File: config.mk
export PLATFORM = sky130hd
export DESIGN_NAME = room_icon_plotter
export DESIGN_NICKNAME = d
export VERILOG_FILES = /design/src/rtl/room_icon_plotter.sv
export SDC_FILE = /design/constraint.sdc
export NUM_CORES = 1
export LEC_CHECK = 0
export CORE_UTILIZATION = 30
export DETAILED_ROUTE_END_ITERATION = 12
export GPL_ROUTABILITY_DRIVEN = 0
export SLEW_MARGIN = 10
export SYNTH_ARGS = -nofsm -noshare
export SYNTH_HDL_FRONTEND = slang
export SYNTH_SLANG_ARGS = --single-unit
File: constraint.sdc
create_clock -name clock -period 2.83 [get_ports clock]
set_input_delay 0.4245 -clock clock [delete_from_list [all_inputs] [get_ports clock]]
set_output_delay 0.4245 -clock clock [all_outputs]
set_load 0.05 [all_outputs]
File: src/rtl/room_icon_plotter.sv
// room_icon_plotter
//   Takes one draw request (top-left x/y, icon select, erase flag) and
//   writes the icon to the VGA adapter one pixel per clock.
//   Pixels that fall off the visible screen have vga_plot held low.
//
//   Ports:
//     clock, reset        rising-edge clock, synchronous active-high reset
//     req_valid/req_ready request handshake (ready only in IDLE, not in reset)
//     req_x, req_y        sprite top-left coordinate
//     req_icon            0=L, 1=D, 2=solid block, 3=hollow frame
//     req_erase           write every sprite pixel as black
//     vga_x, vga_y        registered pixel coordinate
//     vga_colour          registered pixel colour
//     vga_plot            registered write strobe
//     busy                high while pixels are being emitted
//     done                one-cycle pulse after the last pixel
//
//   Optional feature macro: ROOM_PLOTTER_CLEAR_ON_RESET_EN
//     When defined, the block blanks the whole screen after reset
//     (CLEAR state) before it accepts its first request.
module room_icon_plotter #(
  parameter int SPRITE_W = 8,
  parameter int SPRITE_H = 8,
  parameter int SCREEN_W = 160,
  parameter int SCREEN_H = 120
) (
  input  logic       clock,
  input  logic       reset,
  input  logic       req_valid,
  output logic       req_ready,
  input  logic [7:0] req_x,
  input  logic [6:0] req_y,
  input  logic [1:0] req_icon,
  input  logic       req_erase,
  output logic [7:0] vga_x,
  output logic [6:0] vga_y,
  output logic [2:0] vga_colour,
  output logic       vga_plot,
  output logic       busy,
  output logic       done
);
  localparam int CW   = $clog2(SPRITE_W);
  localparam int RW   = $clog2(SPRITE_H);
  localparam int IW   = CW + RW;
  localparam int NPIX = SPRITE_W * SPRITE_H;

`ifdef ROOM_PLOTTER_CLEAR_ON_RESET_EN
  localparam int SXW = $clog2(SCREEN_W);
  localparam int SYW = $clog2(SCREEN_H);
  typedef enum logic [1:0] {IDLE, DRAW, DONE, CLEAR} state_t;
  logic [SXW-1:0] sx;
  logic [SYW-1:0] sy;
  logic           clr_fin;   // every screen pixel has been emitted
`else
  typedef enum logic [1:0] {IDLE, DRAW, DONE} state_t;
`endif

  state_t        state;
  logic [7:0]    base_x;
  logic [6:0]    base_y;
  logic [1:0]    icon;
  logic          erase;
  logic [IW-1:0] cnt;        // index of the pixel currently presented

  // Opaque icon bitmaps; returns the colour for sprite cell (r,c).
  function automatic logic [2:0] pix_colour(logic [1:0] ic, logic er, int r, int c);
    logic       on;
    logic [2:0] col;
    case (ic)
      2'd0: begin
        on  = (c == 1 && r >= 1 && r <= 6) || (r == 6 && c >= 1 && c <= 6);
        col = 3'b110;
      end
      2'd1: begin
        on  = (c == 1 && r >= 1 && r <= 6) ||
              ((r == 1 || r == 6) && c >= 1 && c <= 5) ||
              (c == 6 && r >= 2 && r <= 5);
        col = 3'b010;
      end
      2'd2: begin
        on  = 1'b1;
        col = 3'b100;
      end
      default: begin
        on  = (r == 0) || (r == SPRITE_H-1) || (c == 0) || (c == SPRITE_W-1);
        col = 3'b111;
      end
    endcase
    return (er || !on) ? 3'b000 : col;
  endfunction

  // Next pixel to present: in IDLE it is pixel 0 of the incoming request,
  // otherwise the successor of the latched request's current pixel.
  logic [7:0]    sel_x;
  logic [6:0]    sel_y;
  logic [1:0]    sel_icon;
  logic          sel_erase;
  logic [IW-1:0] pidx;
  int            prow, pcol;
  logic [7:0]    p_x;
  logic [6:0]    p_y;
  logic [2:0]    p_colour;
  logic          p_plot;

  always_comb begin
    sel_x     = (state == IDLE) ? req_x     : base_x;
    sel_y     = (state == IDLE) ? req_y     : base_y;
    sel_icon  = (state == IDLE) ? req_icon  : icon;
    sel_erase = (state == IDLE) ? req_erase : erase;
    pidx      = (state == IDLE) ? '0 : cnt + 1'b1;
    pcol      = int'(pidx[CW-1:0]);
    prow      = int'(pidx[IW-1:CW]);
    p_x       = sel_x + 8'(pcol);
    p_y       = sel_y + 7'(prow);
    p_colour  = pix_colour(sel_icon, sel_erase, prow, pcol);
    // clip on the unwrapped sum so off-screen pixels never wrap onto the screen
    p_plot    = (int'(sel_x) + pcol < SCREEN_W) && (int'(sel_y) + prow < SCREEN_H);
  end

  assign req_ready = (state == IDLE) && !reset;
`ifdef ROOM_PLOTTER_CLEAR_ON_RESET_EN
  assign busy = (state == DRAW) || (state == CLEAR);
`else
  assign busy = (state == DRAW);
`endif

  always_ff @(posedge clock) begin
    if (reset) begin
`ifdef ROOM_PLOTTER_CLEAR_ON_RESET_EN
      state   <= CLEAR;
      sx      <= '0;
      sy      <= '0;
      clr_fin <= 1'b0;
`else
      state   <= IDLE;
`endif
      base_x     <= '0;
      base_y     <= '0;
      icon       <= '0;
      erase      <= 1'b0;
      cnt        <= '0;
      vga_x      <= '0;
      vga_y      <= '0;
      vga_colour <= '0;
      vga_plot   <= 1'b0;
      done       <= 1'b0;
    end else begin
      vga_plot <= 1'b0;
      done     <= 1'b0;
      case (state)
        IDLE: if (req_valid) begin
          base_x     <= req_x;
          base_y     <= req_y;
          icon       <= req_icon;
          erase      <= req_erase;
          cnt        <= '0;
          vga_x      <= p_x;
          vga_y      <= p_y;
          vga_colour <= p_colour;
          vga_plot   <= p_plot;
          state      <= DRAW;
        end
        DRAW: if (cnt == IW'(NPIX-1)) begin
          done  <= 1'b1;
          state <= DONE;
        end else begin
          cnt        <= cnt + 1'b1;
          vga_x      <= p_x;
          vga_y      <= p_y;
          vga_colour <= p_colour;
          vga_plot   <= p_plot;
        end
        DONE: state <= IDLE;
`ifdef ROOM_PLOTTER_CLEAR_ON_RESET_EN
        CLEAR: if (clr_fin) begin
          done  <= 1'b1;
          state <= DONE;
        end else begin
          vga_x      <= 8'(sx);
          vga_y      <= 7'(sy);
          vga_colour <= 3'b000;
          vga_plot   <= 1'b1;
          if (sx == SXW'(SCREEN_W-1)) begin
            sx <= '0;
            if (sy == SYW'(SCREEN_H-1)) clr_fin <= 1'b1;
            else                        sy <= sy + 1'b1;
          end else begin
            sx <= sx + 1'b1;
          end
        end
`endif
        default: state <= IDLE;
      endcase
    end
  end
endmodule

==> run metrics <==
initial DRC count=131; slowest stage delay, CP=830 ps; Port Buf Inserts=42; number of antenna violations at the first check in global routing=0; mux cell area share after synthesis=4.01%; post-synth net total=391; largest net degree at the start of global routing=25; GRT met1 Usage=22.3%; Hold Path Sink=vga_colour[1]; Final Hold Viols=0; worst r2r src=cnt[2]; fin crit period=2670 ps; CTS Root Cell=clkbuf_8; Synth Cell Area=2780 um2; crit path cell chain=buf_4, nand2b_1, inv_1, clkdlybuf4s50_1; share of layout cells above drive strength 1=10.7%; n_diodes=0; Crit path max-delay family=buffers and inverters; Fmax=374 MHz; max cap viols=0; Pleak=1.38 nW; top cell type's share of synthesized area=33.2%; Initial Utilization=31.4%; violations in the final reports=design-rule violations; via count=2640; setup TNS=0 ps; CP bufs+invs=3; drt drc=2; Slew Limit Fails=0; final setup violation count=0; Chip Width=98.2 um; largest area contributor in the netlist=dfxtp_1; H-Tree Depth=2; Simple-Gate Fraction of Synth Area=27.8%; Worst EP required=2410 ps; DP HPWL=5.64 mm; met2 Use GR=24.7%; Post-Synth XOR/XNOR Area=5.41%; FP Rows=34; clock latency on the worst-skew pair=300 ps; CP max-delay cell=clkdlybuf4s50_1; Design Area, Final=3470 um2; post-synth cell types=57; ANT nets after route=0; utilization after layout=39.2%; WHS Path Cells=2; asr flop ratio synth=0%; GR Overflow Total=0; Die Area=9640 um2; CTS sink count=46; Worst setup EP type=primary output; Worst Path Max Fanout=9; drt pass-1 iters=8; Post-synth EDFFs=0; area post-placement=3360 um2; gr usage total=15.8%; fin nets=439; worst setup margin=159 ps; Setup CP Type=flip-flop to primary output; Hold Buf Count CTS=0; Routed Wire Length=7.39 mm; GRT met3 Usage=2.15%; Wirelength per Cell=14.2 um; Yosys Warn Count=0; Gate Count Post-Synth=362; Syn Area/Cell=7.67 um2; Slew HR=53.1%; post-synthesis sequential area ratio=33.2%; HP Class=flip-flop to flip-flop; clk slew on worst S/H paths=90 ps; Via density=5.09; cts bufs inserted=5; startpoint class of the critical path=flip-flop; CTS tree=yes; I/O Pins=43; compound-cell area share of the yosys netlist=20.3%; first-pass GRT wire length=12.3 mm; Core Region=8850 um2; VDD IR max=0.000160 V; CP arrival=2250 ps; GR peak layer=met2; Worst Reg2Reg Path Length in Cells=11; status=finished with violations; Synth Register Bits=46; predominant post-synthesis flop cell=dfxtp_1; Placement Setup Slack=125 ps; period utilization=94.4%; chip height=98.2 um; main combinational cell family by area after synthesis=simple AND/OR/NAND/NOR gates; clk_skew=4.86 ps; Synth Area in Adders=3.88%; clock buffer depth=2; PwrDens=449 nW/um2; Area Growth Syn to Fin=25.0%; hold wc startpoint=vga_colour[1]; r2r setup slk=200 ps; RSZ-0062 raised after global routing=no; top cells by area, synth=dfxtp_1, nand2_1, a21oi_1; Worst Tran Pin Value=696 ps; worst r2r dst=vga_y[6]; number of global-route vias before repair=2396
-- power breakdown --
| part | internal, W | total, W | switching, W |
|---|---|---|---|
| clock | 0.000175 | 0.000405 | 0.000230 |
| combinational | 0.000167 | 0.000433 | 0.000266 |
| sequential | 0.000688 | 0.000718 | 0.0000299 |
-- layer usage --
layer	wire [um]	vias to the layer above	part of all wire, %
met5	0	-	0
met4	116	0	1.6
met3	333	8	4.5
met2	3200	61	43
met1	3740	1207	51
li1	-	1364	-
-- metrics by stage --
step	hold slack (ps)	std cells	power [W]
2_1_floorplan	436	362	0.00100
3_3_place_gp	441	508	0.00116
3_5_place_dp	447	508	0.00116
4_1_cts	457	516	0.00157
5_1_grt	480	519	0.00164
6_report	453	519	0.00156
-- Yosys cell counts (all sizes together), types with 3 or more instances --
cell type  instances
a21o               3
clkbuf            11
xor2               6
nor2b              4
a211oi             4
and2               6
a31oi              7
buf               13
and3               5
xnor2              9
o31ai              3
a21oi             32
ha                 7
nor2              21
nor3               3
dfxtp             46
nor4               6
o21ai             18
nand4              3
mux2i             10
nand2             93
o211ai             5
nand3             10
inv                5
nand2b             4
-- worst register-to-register path: stages, from the launching register on --
cell,delay (ps)
dfxtp_1,420
buf_4,190
nand3_1,120
xor2_1,300
nor2_1,80
ha_1,280
ha_1,230
a21o_1,180
a41oi_1,270
nor4_1,120
nor4_1,260
a211o_1,130
-- how the worst max path moves through the flow --
stage / from / to / slack (ps) / cells past startpoint
after floorplan: state[1] / vga_x[6] / 70 / 15
after global placement: req_y[1] / vga_y[6] / 140 / 9
after detailed placement: req_y[1] / vga_y[6] / 130 / 9
after CTS: state[0] / busy / 130 / 4
after global routing: state[0] / vga_plot / 6 / 12
final: state[0] / busy / 160 / 4
-- final cells by class --
class	instances	area, um2
timing repair buffer	65	603
fill	915	5380
multi-input combinational	287	1700
clock buffer	6	72.6
inverter	5	18.8
sequential	46	922
tap	108	135
clock inverter	2	13.8
-- placed cells by master, fill, tap and decap left out, types with 2 or more instances in the layout --
cell / count
nand2_1: 93
dfxtp_1: 45
clkdlybuf4s50_1: 41
a21oi_1: 32
buf_4: 23
nor2_1: 20
o21ai_0: 15
mux2i_1: 10
xnor2_1: 8
nand3_1: 8
a31oi_1: 7
ha_1: 7
xor2_1: 6
nor4_1: 6
inv_1: 5
and3_1: 5
and2_1: 5
o211ai_1: 5
clkbuf_8: 5
nand2b_1: 4
nor2b_1: 4
a211oi_1: 4
o21ai_1: 3
a21o_1: 3
o31ai_1: 3
nand4_1: 3
nor3_1: 3
or2_2: 2
or3b_2: 2
nand3b_1: 2
o2111ai_1: 2
a311oi_1: 2
-- registers in the layout, indices dropped and copies added (netlist names) --
| name | flops |
|---|---|
| done | 1 |
| base_y | 7 |
| state | 2 |
| vga_plot | 1 |
| icon | 2 |
| erase | 1 |
| vga_colour | 3 |
| vga_y | 7 |
| vga_x | 8 |
| cnt | 6 |
| base_x | 8 |
-- what timing repair did --
action,4_1_cts,5_1_grt
setup endpoints to repair,0,3
gates resized for setup,0,1
setup buffers,0,3
-- kinds of logic after synthesis --
logic type               after synthesis
AND/OR/NAND/NOR                      164
AO/OA/AOI/OAI                         89
flip-flops                            46
buffers and inverters                 29
XOR/XNOR                              15
multiplexers                          11
adder cells (fa/ha/maj)                8
Note: power is estimated with default switching activity, not from simulation.
